`config.mk`:
```
export PLATFORM = sky130hd
export DESIGN_NAME = blake2_host
export DESIGN_NICKNAME = d
export VERILOG_FILES = /design/src/rtl/blake2_host.sv
export SDC_FILE = /design/constraint.sdc
export NUM_CORES = 1
export LEC_CHECK = 0
export BUFFER_PORTS_ARGS = -buffer_cell sky130_fd_sc_hd__buf_2
export CORE_MARGIN = 3
export CORE_UTILIZATION = 41
export DETAILED_ROUTE_END_ITERATION = 16
export SYNTH_ARGS = -nofsm -noshare
export SYNTH_HDL_FRONTEND = slang
export SYNTH_SLANG_ARGS = --single-unit
```
`constraint.sdc`:
```
create_clock -name clk -period 8.6 [get_ports clk]
set_input_delay 0.86 -clock clk [delete_from_list [all_inputs] [get_ports clk]]
set_output_delay 0.86 -clock clk [all_outputs]
set_load 0.005 [all_outputs]
```
`src/rtl/blake2_host.sv`:
```
// blake2_host: initiator for the BLAKE2s byte-serial pin protocol.
// Sends CONF (10 bytes), START, then padded 64-byte key/message blocks.
// Collects nn digest bytes from the target.
// Optional build macro: BLAKE2_HOST_TIMEOUT_EN adds a hash-wait watchdog.
// Handshakes: a pin transfer happens in a cycle with valid_o & ready_v_i.
// valid_o/cmd_o/data_o hold while ready_v_i is low.
// A stream byte is taken in a cycle with msg_v_i & msg_ready_o.
module blake2_host #(
   parameter int TIMEOUT_W = 16
) (
   input  logic        clk,
   input  logic        nreset,
   input  logic        start_i,
   input  logic [5:0]  kk_i,
   input  logic [5:0]  nn_i,
   input  logic [63:0] ll_i,
   input  logic        msg_v_i,
   input  logic [7:0]  msg_i,
   output logic        msg_ready_o,
   output logic        valid_o,
   output logic [1:0]  cmd_o,
   output logic [7:0]  data_o,
   output logic [1:0]  loopback_mode_o,
   input  logic        ready_v_i,
   input  logic        hash_v_i,
   input  logic [7:0]  hash_i,
   output logic        digest_v_o,
   output logic [7:0]  digest_o,
   output logic [4:0]  digest_idx_o,
   output logic        busy_o,
   output logic        done_o,
   output logic        error_o,
   output logic [2:0]  state_dbg_o
);

   typedef enum logic [2:0] {
      S_IDLE, S_CONF, S_START, S_KEY, S_MSG, S_PAD, S_WAIT_HASH, S_HASH
   } state_t;

   state_t      state;
   logic [5:0]  kk_q;
   logic [5:0]  nn_q;
   logic [63:0] ll_q;
   logic [63:0] rem;
   logic [5:0]  idx;
   logic        last_blk;
   logic [4:0]  dig_cnt;
   logic        can_load;
   logic        msg_take;
   logic [1:0]  blk_cmd;
   logic [2:0]  conf_sel;
   logic [7:0]  conf_byte;

   assign can_load        = !valid_o || ready_v_i;
   assign msg_ready_o     = ((state == S_KEY) || (state == S_MSG)) && can_load;
   assign msg_take        = msg_v_i && msg_ready_o;
   assign blk_cmd         = last_blk ? 2'd3 : 2'd2;
   assign busy_o          = (state != S_IDLE);
   assign loopback_mode_o = 2'b00;
   assign state_dbg_o     = state;

   // Select CONF byte idx: 1 is nn, 2..9 are ll little-endian
   always_comb begin
      conf_sel  = idx[2:0] - 3'd2;
      conf_byte = ll_q[{conf_sel, 3'b000} +: 8];
      if (idx == 6'd1) conf_byte = {2'b00, nn_q};
   end

`ifdef BLAKE2_HOST_TIMEOUT_EN
   logic [TIMEOUT_W-1:0] tmo;
`endif

   // Main FSM: each state loads the next pin byte when the output register frees up
   always_ff @(posedge clk or negedge nreset) begin
      if (!nreset) begin
         state        <= S_IDLE;
         kk_q         <= '0;
         nn_q         <= '0;
         ll_q         <= '0;
         rem          <= '0;
         idx          <= '0;
         last_blk     <= 1'b0;
         dig_cnt      <= '0;
         valid_o      <= 1'b0;
         cmd_o        <= 2'd0;
         data_o       <= 8'd0;
         digest_v_o   <= 1'b0;
         digest_o     <= 8'd0;
         digest_idx_o <= 5'd0;
         done_o       <= 1'b0;
         error_o      <= 1'b0;
`ifdef BLAKE2_HOST_TIMEOUT_EN
         tmo          <= '0;
`endif
      end else begin
         error_o    <= 1'b0;
         done_o     <= 1'b0;
         digest_v_o <= 1'b0;
         if (ready_v_i) valid_o <= 1'b0;
         case (state)
            S_IDLE: begin
               if (start_i) begin
                  if (kk_i > 6'd32 || nn_i == 6'd0 || nn_i > 6'd32) begin
                     error_o <= 1'b1;
                  end else begin
                     kk_q    <= kk_i;
                     nn_q    <= nn_i;
                     ll_q    <= ll_i;
                     valid_o <= 1'b1;
                     cmd_o   <= 2'd0;
                     data_o  <= {2'b00, kk_i};
                     idx     <= 6'd1;
                     state   <= S_CONF;
                  end
               end
            end
            S_CONF: begin
               if (can_load) begin
                  valid_o <= 1'b1;
                  cmd_o   <= 2'd0;
                  data_o  <= conf_byte;
                  if (idx == 6'd9) begin
                     idx   <= 6'd0;
                     state <= S_START;
                  end else begin
                     idx <= idx + 6'd1;
                  end
               end
            end
            S_START: begin
               if (can_load) begin
                  valid_o <= 1'b1;
                  cmd_o   <= 2'd1;
                  data_o  <= 8'h00;
                  rem     <= ll_q;
                  idx     <= 6'd0;
                  if (kk_q != 6'd0) begin
                     last_blk <= (ll_q == 64'd0);
                     state    <= S_KEY;
                  end else if (ll_q != 64'd0) begin
                     last_blk <= (ll_q <= 64'd64);
                     state    <= S_MSG;
                  end else begin
                     last_blk <= 1'b1;
                     state    <= S_PAD;
                  end
               end
            end
            S_KEY: begin
               if (msg_take) begin
                  valid_o <= 1'b1;
                  cmd_o   <= blk_cmd;
                  data_o  <= msg_i;
                  idx     <= idx + 6'd1;
                  if (idx == kk_q - 6'd1) state <= S_PAD;
               end
            end
            S_MSG: begin
               if (msg_take) begin
                  valid_o <= 1'b1;
                  cmd_o   <= blk_cmd;
                  data_o  <= msg_i;
                  rem     <= rem - 64'd1;
                  idx     <= idx + 6'd1;
                  if (idx == 6'd63) begin
                     if (rem == 64'd1) state <= S_WAIT_HASH;
                     else last_blk <= (rem <= 64'd65);
                  end else if (rem == 64'd1) begin
                     state <= S_PAD;
                  end
               end
            end
            S_PAD: begin
               if (can_load) begin
                  valid_o <= 1'b1;
                  cmd_o   <= blk_cmd;
                  data_o  <= 8'h00;
                  idx     <= idx + 6'd1;
                  if (idx == 6'd63) begin
                     if (last_blk) begin
                        state <= S_WAIT_HASH;
                     end else begin
                        last_blk <= (rem <= 64'd64);
                        state    <= S_MSG;
                     end
                  end
               end
            end
            S_WAIT_HASH: begin
               if (hash_v_i) begin
                  digest_v_o   <= 1'b1;
                  digest_o     <= hash_i;
                  digest_idx_o <= 5'd0;
                  dig_cnt      <= 5'd1;
                  if (nn_q == 6'd1) begin
                     done_o <= 1'b1;
                     state  <= S_IDLE;
                  end else begin
                     state <= S_HASH;
                  end
               end
            end
            S_HASH: begin
               if (hash_v_i) begin
                  digest_v_o   <= 1'b1;
                  digest_o     <= hash_i;
                  digest_idx_o <= dig_cnt;
                  dig_cnt      <= dig_cnt + 5'd1;
                  if ({1'b0, dig_cnt} == nn_q - 6'd1) begin
                     done_o <= 1'b1;
                     state  <= S_IDLE;
                  end
               end
            end
            default: state <= S_IDLE;
         endcase
`ifdef BLAKE2_HOST_TIMEOUT_EN
         if (state == S_WAIT_HASH || state == S_HASH) begin
            if (hash_v_i) begin
               tmo <= '0;
            end else if (&tmo) begin
               error_o <= 1'b1;
               state   <= S_IDLE;
               tmo     <= '0;
            end else begin
               tmo <= tmo + 1'b1;
            end
         end else begin
            tmo <= '0;
         end
`endif
      end
   end

endmodule
```
Word-level counts from Yosys, hierarchy flattened
Cells that the tools add are included.
Widths: inputs -> output; s select.
{"block": "totals", "register_bits": 182, "in_bits": 98, "output_inout_bits": 34, "elab_cells": 170}
{"block": "op_classes", "n_addsub": 6, "n_lt_le_gt_ge": 5, "n_eq_ne": 32, "shift": 1, "n_mux": 79, "n_bitwise": 1, "n_reduce_logical": 30}
{"operator": "$le 64x7->1 const B", "n": 3}
{"operator": "$mux 64", "n": 2}
{"operator": "$pmux 64 s2", "n": 1}
{"operator": "$eq 64x1->1 const B", "n": 1}
{"operator": "$logic_not 64->1", "n": 1}
{"operator": "$reduce_bool 64->1", "n": 1}
{"operator": "$shiftx 64x7->8", "n": 1}
{"operator": "$sub 64x1->64 const B", "n": 1}
{"operator": "$mux 3", "n": 18}
{"operator": "$mux 8", "n": 6}
{"operator": "$mux 6", "n": 7}
{"operator": "$pmux 8 s4", "n": 1}
{"operator": "$pmux 6 s5", "n": 1}
{"operator": "$ne 2x2->1 const B", "n": 13}
{"operator": "$mux 1", "n": 25}
{"operator": "$pmux 3 s8", "n": 1}
{"operator": "$mux 5", "n": 4}
{"operator": "$pmux 5 s2", "n": 2}
{"operator": "$mux 2", "n": 7}
{"operator": "$reduce_and 14->1", "n": 1}
{"operator": "$reduce_and 7->1", "n": 2}
{"operator": "$eq 3x3->1 const B", "n": 4}
{"operator": "$eq 6x1->1 const B", "n": 2}
{"operator": "$gt 6x6->1 const B", "n": 2}
{"operator": "other kinds (30)", "n": 47}

Logic depth before layout (Yosys ltp)
Gate-level depths: netlist of run 1.
{"block": "logic_depth", "ltp_word": 6, "ltp_mapped": 11, "mapped_depth_nobuf": 9}

Least setup slack after synthesis of run 1
Ideal clock, no wire load.
{"block": "synth_timing", "path_type": "flip-flop to flip-flop", "startpoint": "register rem[0]", "endpoint": "register rem[50]", "setup_time_ns": 0.133, "arrival_ns": 2.830, "required_ns": 8.467, "path_slack_ns": 5.637, "path_stages_with_launch": 10, "n_path_buf": 1, "period_less_slack_ns": 2.963, "cell_sequence": "dfrtp_1 inv_1 ha_1 or4b_1 buf_2 or4_4 or4_1 or3_4 o32ai_2 a21oi_2"}
{"block": "synth_via", "elab_chain_cells": 3}
{"element": "start, declared", "line_no": "44", "rtl": "logic [63:0] rem;"}
{"element": "start signal, assigned", "line_no": "135", "rtl": "rem <= ll_q;"}
{"element": "start signal, assigned", "line_no": "163", "rtl": "rem <= rem - 64'd1;"}
{"element": "$sub 64x1->64", "line_no": "163"}
{"element": "$mux 64", "line_no": "159", "rtl": "if (msg_take) begin"}
{"element": "$pmux 64 s2", "line_no": "100", "rtl": "case (state)"}
Every way passes these cells. The select of a mux whose other input is x is not followed.
A chain may end at the register's enable or synchronous reset.

Worst setup path after layout of run 1
{"block": "layout_timing", "startpoint": "register rem[0]", "endpoint": "register rem[46]"}
The elaborated chain is that of the path after synthesis.

==> flow_metrics.tcl, run 1 <==
set metrics [dict create \
    fillCellCount 2366 \
    yosys_warnings 0 \
    dieWidth_microns 165 \
    multi_input_area_sq_mm 0.00546 \
    required_ps 8890 \
    postSynthCellCount 1113 \
    start_util_pct 42.1 \
    postLayoutCellArea_sq_mm 0.0118 \
    vias_per_cell 6.06 \
    crit_path_max_fanout 7 \
    start_kind "flip-flop" \
    worstSetupPathType "flip-flop to flip-flop" \
    hold_viol_final 0 \
    irDropWorstVdd_v 0.000141 \
    dp_slack_ps 5270 \
    core_sq_mm 0.0246 \
    antenna_found_initial 0 \
    setup_ws_ps 5190 \
    seq_area_sq_mm 0.00455 \
    p_seq_share_pct 41.8 \
    swShare_pct 43.9 \
    postRouteWirelength_mm 31.1 \
    rsz0062_at_grt "no" \
    yosys.area.top_type "dfrtp_1" \
    hp-start "digest_idx_o[2]" \
    postCtsHoldBufs 0 \
    clk_latency_ps 440 \
    power_frac_clock_pct 17.5 \
    synth_fa_ha_area_share_pct 1.30 \
    cts_setup_buffers 0 \
    synthXorXnorAreaFrac_pct 1.10 \
    ctsHtreeMaxLevel 4 \
    drt_iter0_drc 1029 \
    clock-skew-final_ps 11.7 \
    endpoint_kind "flip-flop" \
    holdPathStages 2 \
    via_count 9295 \
    grt_pass1_vias 8710 \
    cap_violations 0 \
    synth_edf_count 0 \
    p_sw_mw 1.95 \
    ys_seq_area_share_pct 43.9 \
    timing.rr.start "rem[0]" \
    root_buffer "clkbuf_16" \
    setup_violations 0 \
    hold_end "digest_idx_o[2]" \
    numPortBuffers 129 \
    comb_power_share_pct 40.8 \
    clockBufferDepth 2 \
    syn_avg_cell_area_sq_um 9.32 \
    cts_tree "done" \
    syn_area_sq_mm 0.0104 \
    dr.pass1.iters 6 \
    status "finished clean" \
    maxSlewHeadroom_pct 28.2 \
    wl_per_cell_microns 20.3 \
    synth_top_family_by_area "simple AND/OR/NAND/NOR gates" \
    drv_slew 0 \
    synth-async-reset-ratio_pct 100 \
    worstRegToRegCells 9 \
    min_path_type "flip-flop to flip-flop" \
    post-dp-hpwl_mm 22.3 \
    ant_nets 0 \
    grt.total_usage_pct 23.1 \
    p_int_mw 2.48 \
    setup_tns_ps 0 \
    synth_top_area_share_pct 43.9 \
    ios 132 \
    cts_resized 0 \
    die_h_microns 165 \
    synth_flop_cell "dfrtp_1" \
    ys_types 72 \
    synthTopCellsByArea "dfrtp_1 44%, mux2_2 8.0%, a21oi_1 4.4%, nand2_1 4.1%, o21ai_0 3.7%" \
    synth_seq_cells 182 \
    leakage_nw 5.04 \
    synthMuxAreaShare_pct 12.3 \
    p_per_area_mw_per_mm2 375 \
    cp.arrival_ps 3700 \
    antennaDiodeCount 0 \
    cts_buffers 17 \
    dieArea_sq_mm 0.0272 \
    place_congestion 0.880 \
    row_count 57 \
    cts.sinks 182 \
    r2r_slack_ps 5190 \
    route.detailed.drc 0 \
    reg2reg_to "rem[46]" \
    clock.fmax_ghz 0.293 \
    place_area_sq_mm 0.0112 \
    drive_above_1_share_pct 22.9 \
    area_delta_synth_final_pct 13.8 \
    synth-simple-area-share_pct 19.5 \
    nNetsFinal 1305 \
    grt_max_degree 109 \
    period_share_pct 39.6 \
    tightestPinTransition_ps 1060 \
    fin_crit_ps 3410 \
    synth_compound_area_share_pct 18.2 \
    grt_pass1_wl_mm 49.1 \
    grt-ovfl-total 0 \
    clk_pin_slew_ps 70 \
]
## per-stage QoR
step                cells  hold slack, ps  total power [mW]  utilization, %
finish               1534             461              4.43            47.9
global route         1534             502              4.75            47.9
floorplan            1114             463              2.98               -
global placement     1502             448              3.60            45.6
detailed placement   1502             450              3.64            45.6
CTS                  1534             467              4.42            47.9
## cell families after synthesis
| family | count (synthesis) |
|---|---|
| compound gates | 304 |
| xor+xnor | 13 |
| fa+ha+maj | 11 |
| buf+inv | 97 |
| flops | 182 |
| mux | 98 |
| other cells | 1 |
| simple gates | 407 |
## power groups by stage
stage	clock (mW)	combinational, mW	sequential, mW
3_5_place_dp	0	1.80	1.84
6_report	0.773	1.81	1.85
3_3_place_gp	0	1.76	1.84
4_1_cts	0.789	1.81	1.83
5_1_grt	0.830	2.02	1.91
2_1_floorplan	0	1.42	1.56
## how the worst max path moves through the flow
stage          endpoint  slack, ps  startpoint
6_report        rem[46]       5190      rem[0]
5_1_grt         rem[46]       4970      rem[0]
4_1_cts         rem[46]       5230      rem[0]
3_5_place_dp   ll_q[15]       5270     nn_i[1]
3_3_place_gp   ll_q[30]       5310     nn_i[1]
2_1_floorplan   rem[50]       5640      rem[0]
## cells in the final DEF (no fill, tap or decap), types with 8 or more instances in the layout
| master | Yosys | routed |
|---|---|---|
| o22ai_1 | 14 | 14 |
| nand3_1 | 37 | 37 |
| buf_4 | 2 | 10 |
| o22a_1 | 11 | 11 |
| clkbuf_16 | 0 | 17 |
| nand4_1 | 18 | 18 |
| a31oi_1 | 24 | 24 |
| dfrtp_1 | 182 | 182 |
| or3_1 | 11 | 11 |
| mux2i_1 | 8 | 8 |
| inv_1 | 22 | 22 |
| o31ai_1 | 8 | 8 |
| nand2_1 | 113 | 113 |
| ha_1 | 10 | 10 |
| nor4_1 | 34 | 34 |
| a22oi_1 | 8 | 8 |
| mux2_2 | 74 | 74 |
| nor3_1 | 33 | 32 |
| nor2_1 | 97 | 97 |
| o211ai_1 | 12 | 12 |
| nand2b_1 | 12 | 11 |
| mux4_2 | 16 | 16 |
| o21ai_0 | 77 | 77 |
| buf_2 | 2 | 128 |
| a21oi_1 | 92 | 92 |
| a2bb2oi_1 | 11 | 11 |
## worst max-delay path: stages (launching register included)
cell and delay, ps:
dfrtp_1 400, inv_1 130, ha_1 260, or4b_1 610, or4_4 490, nor3_2 420, nand4_1 290, or4_1 480
o21ai_0 90, a21oi_1 90
## state kept, by name (all words and copies together) (netlist names)
signal        flops
ll_q             64
rem              64
data_o            8
digest_o          8
idx               6
kk_q              6
nn_q              6
dig_cnt           5
digest_idx_o      5
state_dbg_o       3
cmd_o             2
digest_v_o        1
done_o            1
error_o           1
last_blk          1
valid_o           1
## synth_stat cells, types with 9 or more instances
cell type    n
dfrtp_1    182
nand2_1    113
nor2_1      97
a21oi_1     92
o21ai_0     77
mux2_2      74
clkbuf_1    62
nand3_1     37
nor4_1      34
nor3_1      33
a31oi_1     24
inv_1       22
nand4_1     18
mux4_2      16
o22ai_1     14
nand2b_1    12
o211ai_1    12
a2bb2oi_1   11
o22a_1      11
or3_1       11
ha_1        10
buf_1        9
## final cells by class
type | instances | area share [%]
inverter | 22 | 0.700
sequential | 182 | 38.6
multi-input combinational | 835 | 46.3
tap | 324 | 3.44
timing repair buffer | 139 | 6.18
clock inverter | 13 | 1.04
clock buffer | 19 | 3.75
## per-layer routing
metal  vias up  GRT usage (%)  share of wire (%)
met4         0           5.68                2.0
met2       378           35.5                 45
met1      4572           34.2                 46
met5         -              0                  0
li1       4298              -                  -
met3        47           3.71                6.5
Power figures use the tool's default switching activity.
==> run 2, diff against run 1 <==
- clock period: 8.6 -> 3.5 ns (I/O delays scaled with it)
==> run 2 against run 1 <==
  * Final area up 2.2%
  * Sequential share of layout area down 0.84 points
  * Clock skew up 0.65 ps
  * Largest power group is now combinational cells
==> flow_metrics.tcl, run 2 (synthesized netlist as in run 1, its figures left out) <==
set metrics [dict create \
    grt.total_usage_pct 23.5 \
    grt_pass1_wl_mm 49.7 \
    postLayoutCellArea_sq_mm 0.0121 \
    wl_per_cell_microns 20.3 \
    mostFrequentLayoutCells "182 x dfrtp_1, 128 x buf_2, 113 x nand2_1, 97 x nor2_1, 92 x a21oi_1" \
    endpoint_kind "flip-flop" \
    cts_tree "done" \
    area_delta_synth_final_pct 16.3 \
    final_util_pct 49.0 \
    grt-ovfl-total 0 \
    hold_viol_final 0 \
    min_path_type "input pin to flip-flop" \
    cts_setup_buffers 0 \
    dieWidth_microns 165 \
    fin_crit_ps 3230 \
    period_share_pct 92.3 \
    clk_latency_ps 450 \
    core_sq_mm 0.0246 \
    clk_pin_slew_ps 70 \
    clock-skew-final_ps 12.4 \
    root_buffer "clkbuf_16" \
    path_cells "inv_1 > ha_1 > or4b_1 > or4_4 > or4_1 > or3_4 > o32ai_2 > a21oi_2" \
    setup_ws_ps 269 \
    antenna_found_initial 0 \
    place_congestion 0.888 \
    ant_nets 0 \
    cap_violations 0 \
    post-dp-hpwl_mm 22.5 \
    cts.sinks 182 \
    setup_violations 0 \
    largestRegisters "ll_q x64, rem x64" \
    start_kind "flip-flop" \
    irDropWorstVdd_v 0.000425 \
    route.detailed.drc 0 \
    drt_iter0_drc 1037 \
    fillCellCount 2345 \
    ios 132 \
    dp_slack_ps 333 \
    antennaDiodeCount 0 \
    drv_slew 0 \
    cts_buffers 17 \
    start_util_pct 42.1 \
    postRouteWirelength_mm 31.5 \
    grt_max_degree 118 \
    worstSetupPathType "flip-flop to flip-flop" \
    required_ps 3830 \
    tightestPinTransition_ps 927 \
    ctsHtreeMaxLevel 4 \
    vias_per_cell 6.06 \
    maxSlewHeadroom_pct 37.6 \
    nNetsFinal 1324 \
    clock.fmax_ghz 0.309 \
    status "finished clean" \
    clockBufferDepth 2 \
    numPortBuffers 129 \
    crit_path_max_fanout 6 \
    final_common_cell "dfrtp_1" \
    rsz0062_at_grt "no" \
    via_count 9400 \
    grt_pass1_vias 8808 \
    cp_slowest_cell "or4b_1" \
    place_area_sq_mm 0.0114 \
    postCtsHoldBufs 1 \
    setup_tns_ps 0 \
    p_per_area_mw_per_mm2 933 \
    die_h_microns 165 \
    drive_above_1_share_pct 23.9 \
    dr.pass1.iters 5 \
    max_stage_delay_ps 590 \
    leakage_nw 5.18 \
    row_count 57 \
    cts_resized 0 \
    holdWs_ps 103 \
    cp.arrival_ps 3560 \
    dieArea_sq_mm 0.0272 \
]
-- run 2: metal layers --
layer	vias to the layer above	share of wire, %	GRT usage, %	routed length [microns]
li1	4350	-	-	-
met1	4600	46	34.5	14300
met2	397	44	35.4	13800
met3	53	7.8	3.76	2450
met4	0	2.6	7.62	805
met5	-	0	0	0
-- run 2: final timing paths --
path | start | endpoint | slack (ps) | cells past startpoint
hold / removal | hash_i[3] | digest_o[3] | 100 | 3
max in group asynchronous | nreset | ll_q[41] | 2200 | 3
setup / recovery | rem[0] | rem[50] | 270 | 8
min in group asynchronous | nreset | data_o[4] | 480 | 2
hold reg to reg | digest_idx_o[3] | digest_idx_o[3] | 470 | 2
setup reg to reg | rem[0] | rem[50] | 270 | 8
-- run 2: layout make-up --
| cell class | count | area, sq um | area share (%) |
|---|---|---|---|
| Multi-Input combinational cell | 835 | 5460 | 45.3 |
| Clock inverter | 13 | 215 | 1.78 |
| Sequential cell | 182 | 4550 | 37.8 |
| Inverter | 22 | 82.6 | 0.685 |
| Timing Repair Buffer | 158 | 912 | 7.56 |
| Clock buffer | 18 | 429 | 3.56 |
| Tap cell | 324 | 405 | 3.36 |
-- run 2: metrics by stage --
step	std cells	total power, mW
after floorplan	1114	7.33
after global placement	1520	8.93
after detailed placement	1520	9.03
after CTS	1552	11.2
after global routing	1552	12.0
final	1552	11.2
-- run 2: critical path, delay by kind of cell (launching register included) --
kind / cells / cell delay [ps]
adders and majority gates: 1 / 250
and+or+nand+nor: 4 / 2020
buffers and inverters: 1 / 130
DFF: 1 / 410
AOI/OAI and AO/OA: 2 / 310
-- run 2: where the power goes --
part	leakage, nW	internal (mW)	switching (mW)	total [mW]
clock network	0.313	1.28	0.886	2.16
registers	2.29	3.07	1.43	4.50
logic	2.58	2.12	2.46	4.58
total	5.18	6.47	4.78	11.2
==> run 3, diff against run 2 <==
- ABC_CLOCK_PERIOD_IN_PS: not set -> 3500
- CELL_PAD_IN_SITES_DETAIL_PLACEMENT: not set -> 0
- CELL_PAD_IN_SITES_GLOBAL_PLACEMENT: not set -> 1
- PLACE_DENSITY_LB_ADDON: not set -> 0.1
==> run 3 against run 2 <==
  * Setup slack gained 76 ps
  * Combinational power grew 1%
  * Count of clock-buffer cells in the layout shrank 1
  * First-iteration DRC count shrank 21%
  * Utilization is essentially flat
  * Hold slack lost 83 ps
  * Via count shrank 1.8%
  * Cell count grew 0.32%
  * Die area is the same
  * Power shrank 1.0%
  * Register-to-register slack gained 80 ps
  * Critical endpoint unchanged
  * Largest cell class unchanged
  * Largest power group unchanged
  * Highest routed layer is now met5
==> flow_metrics.tcl, run 3 (synthesized netlist as in run 1, its figures left out) <==
set metrics [dict create \
    root_buffer "clkbuf_16" \
    period_share_pct 90.1 \
    vias_per_cell 5.93 \
    fin_crit_ps 3150 \
    setup_tns_ps 0 \
    core_sq_mm 0.0246 \
    p_sw_mw 4.95 \
    rsz0062_at_grt "no" \
    power_frac_clock_pct 17.9 \
    endpoint_kind "flip-flop" \
    crit_path_max_fanout 5 \
    clk_pin_slew_ps 90 \
    die_h_microns 165 \
    clock-skew-final_ps 14.8 \
    final_common_cell "dfrtp_1" \
    max_stage_delay_ps 570 \
    dr.pass1.iters 5 \
    nNetsFinal 1328 \
    cts_resized 0 \
    setup_violations 0 \
    wl_per_cell_microns 21.3 \
    p_per_area_mw_per_mm2 924 \
    cts_buffers 17 \
    dieWidth_microns 165 \
    cap_violations 0 \
    cp_num_buf_inv 1 \
    p_int_mw 6.18 \
    layout.cells.non_filler 1557 \
    path_cells "inv_1 > ha_1 > or4b_1 > or4_4 > or4_1 > or3_4 > o32ai_2 > a21oi_2" \
    grt_pass1_vias 8805 \
    clk_latency_ps 450 \
    place_congestion 0.866 \
    dp.cells 1525 \
    postCtsHoldBufs 0 \
    final_util_pct 49.0 \
    dieArea_sq_mm 0.0272 \
    required_ps 3820 \
    cts_setup_buffers 0 \
    comb_power_share_pct 41.6 \
    holdWs_ps 19.8 \
    antenna_found_initial 1 \
    mostFrequentLayoutCells "182 x dfrtp_1, 128 x buf_2, 113 x nand2_1, 97 x nor2_1, 92 x a21oi_1" \
    grt_pass1_wl_mm 51.6 \
    hold_viol_final 0 \
    status "finished clean" \
    fillCellCount 2356 \
    tightestPinTransition_ps 919 \
    leakage_nw 5.18 \
    grt_max_degree 118 \
    cp_slowest_cell "or4_1" \
    drive_above_1_share_pct 24.5 \
    clockBufferDepth 2 \
    ant_nets 0 \
    irDropWorstVdd_v 0.000353 \
    swShare_pct 44.5 \
    p_seq_share_pct 40.5 \
    drt_iter0_drc 817 \
    grt-ovfl-total 0 \
    cts_tree "done" \
    ctsHtreeMaxLevel 4 \
    min_path_type "input pin to async pin" \
    post-dp-hpwl_mm 23.9 \
    ios 132 \
    postRouteWirelength_mm 33.2 \
    drv_slew 0 \
    grt.total_usage_pct 24.8 \
    start_kind "flip-flop" \
    clock.fmax_ghz 0.317 \
    start_util_pct 42.1 \
    cts.sinks 182 \
    critPathTopFamily "simple AND/OR/NAND/NOR gates" \
    route.detailed.drc 0 \
    numPortBuffers 129 \
    antennaDiodeCount 0 \
    largestRegisters "ll_q x64, rem x64" \
    cp.arrival_ps 3480 \
    maxSlewHeadroom_pct 38.7 \
    via_count 9230 \
    worstSetupPathType "flip-flop to flip-flop" \
    area_delta_synth_final_pct 16.2 \
    row_count 57 \
]
[run 3: metrics by stage]
stage / area, sq um / worst slack [ps] / total power, mW
3_3_place_gp: 11400 / 411 / 9.07
6_report: 12000 / 345 / 11.1
3_5_place_dp: 11400 / 411 / 9.11
2_1_floorplan: 10400 / 537 / 7.33
5_1_grt: 12000 / 227 / 12.0
4_1_cts: 12000 / 373 / 11.1
[run 3: cell type report]
cell class,instances,area (sq um),area share (%)
Clock buffer,17,425,3.53
Sequential cell,182,4550,37.8
Clock inverter,15,180,1.50
Inverter,22,82.6,0.685
Tap cell,324,405,3.37
Timing Repair Buffer,162,940,7.80
Multi-Input combinational cell,835,5460,45.3
[run 3: worst register-to-register path: stages, from the launching register on]
cell	delay [ps]
dfrtp_1	400
inv_1	120
ha_1	260
or4b_1	510
or4_4	470
or4_1	570
or3_4	390
o32ai_2	230
a21oi_2	80
[run 3: worst paths after layout]
kind | startpoint | end | slack, ps | cells after the start
hold reg to reg | digest_idx_o[4] | digest_idx_o[4] | 470 | 2
max in group asynchronous | nreset | rem[37] | 2630 | 2
setup reg to reg | rem[0] | rem[50] | 350 | 8
min in group clk | hash_i[7] | digest_o[7] | 80 | 3
hold / removal | nreset | kk_q[2] | 20 | 1
setup / recovery | rem[0] | rem[50] | 350 | 8
[run 3: power by group through the flow]
| stage | clock network, mW | registers, mW | logic [mW] |
|---|---|---|---|
| finish | 2.00 | 4.51 | 4.63 |
| global route | 2.10 | 4.65 | 5.20 |
| CTS | 2.03 | 4.48 | 4.63 |
| detailed placement | 0 | 4.51 | 4.60 |
| global placement | 0 | 4.51 | 4.57 |
| floorplan | 0 | 3.84 | 3.49 |
[run 3: per-layer routing]
layer | vias to the layer above | part of all wire, % | track usage (%)
li1 | 4349 | - | -
met1 | 4530 | 46 | 35.7
met2 | 306 | 46 | 37.9
met3 | 43 | 5.7 | 4.54
met4 | 2 | 2.1 | 7.36
met5 | - | 0.021 | 0
